<file path="src/rtl/serial_adder_pkg.sv">
// ---------------------------------------------------------------------------
// serial_adder_pkg
// Shared definitions for the bit-serial adder/subtractor controller:
//   - FSM state encoding (IDLE / RUN / DONE)
//   - default operand width
//   - small decode helper for the Busy status
// ---------------------------------------------------------------------------
package serial_adder_pkg;

    localparam int SA_DEFAULT_WIDTH = 8;

    localparam logic [1:0] ST_IDLE = 2'b00;
    localparam logic [1:0] ST_RUN  = 2'b01;
    localparam logic [1:0] ST_DONE = 2'b10;

    // Busy covers the whole time an operation owns the adder slice,
    // including the cycle that presents the result.
    function automatic logic state_is_busy(input logic [1:0] state);
        return (state == ST_RUN) || (state == ST_DONE);
    endfunction

endpackage

</file>
<file path="src/rtl/one_bit_full_adder.sv">
// ---------------------------------------------------------------------------
// one_bit_full_adder
// Single combinational full-adder cell.
// Ports:
//   A, B   in  : operand bits
//   Cin    in  : carry in
//   Sum    out : A ^ B ^ Cin
//   Cout   out : majority(A, B, Cin)
// ---------------------------------------------------------------------------
module one_bit_full_adder (
    input  logic A,
    input  logic B,
    input  logic Cin,
    output logic Sum,
    output logic Cout
);

    assign Sum  = A ^ B ^ Cin;
    assign Cout = (A & B) | (Cin & (A ^ B));

endmodule

</file>
<file path="src/rtl/serial_adder_ctrl.sv">
// ---------------------------------------------------------------------------
// serial_adder_ctrl
// Bit-serial WIDTH-bit adder/subtractor. A single one_bit_full_adder is
// stepped over WIDTH clock cycles, LSB first, with the carry held in a flop.
// Ports:
//   Clk       in  : rising-edge clock
//   Reset     in  : asynchronous active-high reset
//   Start     in  : request an operation (sampled in IDLE only)
//   Sub       in  : 0 = A+B+Cin, 1 = A-B (Cin ignored)
//   A, B      in  : WIDTH-bit operands, sampled with Start
//   Cin       in  : carry-in for add mode, sampled with Start
//   Busy      out : high in RUN and DONE
//   Done      out : one-cycle pulse when Sum/Cout/Overflow are fresh
//   Sum       out : result, held until the next Done
//   Cout      out : carry out of the MSB (0 = borrow in subtract mode)
//   Overflow  out : signed overflow (carry into MSB XOR carry out)
// ---------------------------------------------------------------------------
module serial_adder_ctrl
    import serial_adder_pkg::*;
#(
    parameter int WIDTH = SA_DEFAULT_WIDTH
) (
    input  logic             Clk,
    input  logic             Reset,
    input  logic             Start,
    input  logic             Sub,
    input  logic [WIDTH-1:0] A,
    input  logic [WIDTH-1:0] B,
    input  logic             Cin,
    output logic             Busy,
    output logic             Done,
    output logic [WIDTH-1:0] Sum,
    output logic             Cout,
    output logic             Overflow
);

    localparam int CW = (WIDTH > 1) ? $clog2(WIDTH) : 1;
    localparam logic [CW-1:0] LAST_BIT = CW'(WIDTH - 1);

    logic [1:0]       state_q,  state_d;
    logic [WIDTH-1:0] a_sh_q,   a_sh_d;
    logic [WIDTH-1:0] b_sh_q,   b_sh_d;
    logic [WIDTH-1:0] s_sh_q,   s_sh_d;
    logic             carry_q,  carry_d;
    logic [CW-1:0]    cnt_q,    cnt_d;
    logic [WIDTH-1:0] sum_q,    sum_d;
    logic             cout_q,   cout_d;
    logic             ovf_q,    ovf_d;

    logic             fa_sum;
    logic             fa_cout;

    one_bit_full_adder u_fa (
        .A    (a_sh_q[0]),
        .B    (b_sh_q[0]),
        .Cin  (carry_q),
        .Sum  (fa_sum),
        .Cout (fa_cout)
    );

    always_comb begin
        state_d = state_q;
        a_sh_d  = a_sh_q;
        b_sh_d  = b_sh_q;
        s_sh_d  = s_sh_q;
        carry_d = carry_q;
        cnt_d   = cnt_q;
        sum_d   = sum_q;
        cout_d  = cout_q;
        ovf_d   = ovf_q;

        case (state_q)
            ST_IDLE: begin
                if (Start) begin
                    a_sh_d  = A;
                    // Subtraction is A + ~B + 1: invert B and force carry-in.
                    b_sh_d  = Sub ? ~B : B;
                    carry_d = Sub ? 1'b1 : Cin;
                    cnt_d   = '0;
                    state_d = ST_RUN;
                end
            end

            ST_RUN: begin
                s_sh_d  = {fa_sum, s_sh_q[WIDTH-1:1]};
                carry_d = fa_cout;
                a_sh_d  = {1'b0, a_sh_q[WIDTH-1:1]};
                b_sh_d  = {1'b0, b_sh_q[WIDTH-1:1]};
                cnt_d   = cnt_q + CW'(1);
                if (cnt_q == LAST_BIT) begin
                    // carry_q here is the carry into the MSB, so XOR with the
                    // cell's carry out gives signed overflow.
                    sum_d   = {fa_sum, s_sh_q[WIDTH-1:1]};
                    cout_d  = fa_cout;
                    ovf_d   = carry_q ^ fa_cout;
                    cnt_d   = '0;
                    state_d = ST_DONE;
                end
            end

            ST_DONE: begin
                state_d = ST_IDLE;
            end

            default: begin
                state_d = ST_IDLE;
            end
        endcase
    end

    always_ff @(posedge Clk or posedge Reset) begin
        if (Reset) begin
            state_q <= ST_IDLE;
            a_sh_q  <= '0;
            b_sh_q  <= '0;
            s_sh_q  <= '0;
            carry_q <= 1'b0;
            cnt_q   <= '0;
            sum_q   <= '0;
            cout_q  <= 1'b0;
            ovf_q   <= 1'b0;
        end else begin
            state_q <= state_d;
            a_sh_q  <= a_sh_d;
            b_sh_q  <= b_sh_d;
            s_sh_q  <= s_sh_d;
            carry_q <= carry_d;
            cnt_q   <= cnt_d;
            sum_q   <= sum_d;
            cout_q  <= cout_d;
            ovf_q   <= ovf_d;
        end
    end

    // Status outputs decode the state register only, so no input reaches
    // an output combinationally.
    assign Busy     = state_is_busy(state_q);
    assign Done     = (state_q == ST_DONE);
    assign Sum      = sum_q;
    assign Cout     = cout_q;
    assign Overflow = ovf_q;

endmodule

</file>
<file path="config.mk">
export PLATFORM = sky130hd
export DESIGN_NAME = serial_adder_ctrl
export DESIGN_NICKNAME = d
export VERILOG_FILES = /design/src/rtl/serial_adder_pkg.sv /design/src/rtl/one_bit_full_adder.sv /design/src/rtl/serial_adder_ctrl.sv
export SDC_FILE = /design/constraint.sdc
export NUM_CORES = 1
export LEC_CHECK = 0
export BUFFER_PORTS_ARGS = -buffer_cell sky130_fd_sc_hd__buf_2
export CORE_MARGIN = 4
export CORE_UTILIZATION = 30
export CTS_CLUSTER_DIAMETER = 80
export DETAILED_ROUTE_END_ITERATION = 7
export GPL_ROUTABILITY_DRIVEN = 1
export GPL_TIMING_DRIVEN = 1
export SETUP_SLACK_MARGIN = 0.5
export SYNTH_ARGS = -nofsm -noshare
export SYNTH_HDL_FRONTEND = slang
export SYNTH_SLANG_ARGS = --single-unit
</file>
<file path="constraint.sdc">
create_clock -name Clk -period 2.25 [get_ports Clk]
set_clock_uncertainty 0.2 [all_clocks]
set_input_delay 0.225 -clock Clk [delete_from_list [all_inputs] [get_ports Clk]]
set_output_delay 0.225 -clock Clk [all_outputs]
set_load 0.005 [all_outputs]
</file>
==> results.json <==
{
  "outcome": "finished, final reports clean",
  "critPathMaxStageDelay_ns": 0.38,
  "first_pass_iters": 4,
  "min_from": "A[7]",
  "num-nets-final": 215,
  "fillCellCount": 614,
  "rsz0062_at_grt": "true",
  "pin_count": 33,
  "pwr_density_cell_mw_per_mm2": 1310,
  "viasPerCell": 4.55,
  "relSlewSlack_pct": 66.6,
  "maxSlewViolCount": 0,
  "grt_max_degree": 40,
  "synth.ff_latch_count": 39,
  "swShare_pct": 34.6,
  "critPathSlowestCell": "dfrtp_1",
  "die_height_um": 87.5,
  "insertedDiodeCount": 0,
  "synth_area_per_cell_um2": 12.8,
  "max_cap_viol_count": 0,
  "worst_hold_slack_ns": 0.00789,
  "final_hold_viol_count": 0,
  "route.detailed.drc": 0,
  "cp_data_required_time_ns": 2.22,
  "worstHoldEndpoint": "a_sh_q[7]",
  "routabilityCongestion": 0.699,
  "syn_inst": 148,
  "hp-class": "input pin to flop",
  "ant_nets": 0,
  "rr_endpoint": "state_q[1]",
  "p_leak_nw": 1.11,
  "drt_iter0_drc": 24,
  "vias": 1196,
  "yosys_warnings": 0,
  "root_buffer": "clkbuf_8",
  "intPower_mw": 1.97,
  "grt_antenna_before_repair": 0,
  "clkPwrFrac_pct": 16.9,
  "vdd_drop_max_mv": 0.381,
  "insertion_delay_ns": 0.28,
  "grt_pass1_wl_um": 5500,
  "path_cells": "ha_1, ha_2, and2b_1, a21oi_2, mux2_2",
  "die_area_mm2": 0.00766,
  "finalSetupTns_ns": 0,
  "r2r_cells": 5,
  "numCtsBuffers": 5,
  "htree_levels": 2,
  "yosysSeqAreaShare_pct": 51.4,
  "instances_no_fill": 263,
  "crit_fanout": 3,
  "clkTransAtPathRegs_ns": 0.07,
  "wl_um": 3380,
  "max_freq_mhz": 586,
  "max_slew.worst_pin.slew_ns": 0.501,
  "cp_top_family": "flip-flops",
  "io_buffers": 32,
  "p_comb_share_pct": 44.9,
  "yosys.cell_types.count": 23,
  "rows": 28,
  "cts_buffer_depth": 2,
  "min_period_ns": 1.71,
  "crit_type": "flop to flop",
  "r2r-start": "cnt_q[0]",
  "grt_overflow": 0,
  "die_w_um": 87.5,
  "startpoint_type": "flop",
  "holdPathStages": 3,
  "period_share_pct": 75.8,
  "drive_gt1_share_pct": 44.7,
  "synthToLayoutAreaGrowth_pct": 21.2,
  "setup_violations": 0,
  "path_buf_inv": 0,
  "power.share.sequential_pct": 38.2,
  "worstPathArrival_ns": 1.68,
  "initial_core_util_pct": 31.5,
  "netlist_area_mm2": 0.00190,
  "p_sw_mw": 1.04,
  "dpl.hpwl_um": 2210,
  "cts_tree": "built",
  "grt_pass1_vias": 1151,
  "syn_nets": 176,
  "routedWlPerCell_um": 12.8,
  "clock-sinks": 39,
  "core_area_mm2": 0.00603,
  "grt_use_total_pct": 9.17,
  "dp_cells": 250,
  "reg2reg_slack_ns": 0.54,
  "end_kind": "flop"
}
[worst max path at each step]
stage	from	endpoint	depth (start not counted)
floorplan	state_q[0]	carry_q	5
global placement	cnt_q[0]	Sum[4]	4
detailed placement	cnt_q[0]	Cout	4
CTS	cnt_q[0]	state_q[1]	5
global route	cnt_q[0]	state_q[1]	5
finish	cnt_q[0]	state_q[1]	5
[area by class of cell]
| class | instances | area, um^2 | share of cell area, % |
|---|---|---|---|
| multi-input cells | 97 | 847 | 36.8 |
| flip-flops and latches | 39 | 976 | 42.4 |
| well taps | 75 | 93.8 | 4.08 |
| repair buffers | 40 | 269 | 11.7 |
| inverters | 4 | 15.0 | 0.653 |
| clock buffers | 8 | 100 | 4.35 |
[cell families after synthesis]
group | count (synthesis) | share of synthesized area, %
adders and majority gates | 7 | 5.01
DFF | 39 | 51.4
AOI/OAI and AO/OA | 25 | 10.3
xor gates and xnor gates | 9 | 4.15
muxes | 32 | 18.7
and+or+nand+nor | 24 | 5.21
buffers and inverters | 12 | 5.21
[state kept, by name, indices dropped and copies added (netlist names), 2 cells and up]
| signal | count |
|---|---|
| Sum | 8 |
| state_q | 2 |
| cnt_q | 3 |
| a_sh_q | 8 |
| b_sh_q | 8 |
| s_sh_q | 7 |
[layout by cell type (no fill, tap or decap), types with 3 or more instances in the layout]
| master | n |
|---|---|
| dfrtp_1 | 39 |
| buf_2 | 32 |
| nand2_1 | 19 |
| mux2_2 | 17 |
| mux2i_1 | 14 |
| o21ai_2 | 13 |
| xor2_1 | 7 |
| clkbuf_8 | 7 |
| o21ai_0 | 5 |
| a32o_1 | 3 |
| ha_1 | 3 |
| buf_4 | 3 |
[worst register-to-register path: stages (launching register included)]
cell	delay (ns)
dfrtp_1	0.38
ha_1	0.16
ha_2	0.19
and2b_1	0.21
a21oi_2	0.12
mux2_2	0.34
[power by group through the flow]
| stage | Sequential, mW | Clock, mW | Combinational, mW |
|---|---|---|---|
| after CTS | 1.15 | 0.528 | 1.24 |
| final | 1.15 | 0.507 | 1.35 |
| after global routing | 1.19 | 0.554 | 1.50 |
| after global placement | 1.16 | 0 | 1.20 |
| after detailed placement | 1.17 | 0 | 1.23 |
| after floorplan | 1.12 | 0 | 1.04 |
[cells in the mapped netlist]
cell | n | area (um^2)
o21ai_0 | 5 | 25.0
nand2b_1 | 2 | 12.5
a21oi_1 | 1 | 5.00
inv_1 | 4 | 15.0
a32o_1 | 3 | 30.0
o21a_1 | 1 | 7.51
buf_8 | 1 | 15.0
nor2_1 | 1 | 3.75
o21ai_2 | 13 | 114
mux2_2 | 17 | 191
xor2_1 | 7 | 61.3
mux2i_1 | 14 | 140
fa_1 | 1 | 20.0
xnor2_1 | 2 | 17.5
and2b_1 | 1 | 7.51
clkbuf_2 | 1 | 5.00
o31ai_1 | 2 | 15.0
mux2i_4 | 1 | 22.5
nand2_1 | 20 | 75.1
buf_4 | 1 | 7.51
dfrtp_1 | 39 | 976
ha_1 | 6 | 75.1
buf_6 | 5 | 56.3
[stage by stage]
stage / util [%] / total power [mW] / cell area, um^2 / worst slack (ns)
floorplan: - / 2.16 / 1900 / 0.566
global placement: 35.1 / 2.36 / 2120 / 0.435
detailed placement: 35.1 / 2.39 / 2120 / 0.403
CTS: 37.1 / 2.92 / 2230 / 0.506
global route: 38.2 / 3.25 / 2300 / 0.465
finish: 38.2 / 3.01 / 2300 / 0.544
[what timing repair did]
item,CTS,global route
gates resized for setup,3,5
hold endpoints to repair,39,0
buffers inserted,0,2
setup endpoints to repair,13,30
hold buffers,1,0
cloned,0,2
[per-layer routing]
layer | up-vias | GRT usage, % | part of all wire [%]
met2 | 25 | 15.1 | 50
li1 | 591 | - | -
met5 | - | 0 | 0
met3 | 5 | 2.63 | 5.0
met1 | 575 | 11.6 | 44
met4 | 0 | 2.93 | 1.1
No activity file was read; power rests on OpenSTA's default activity.
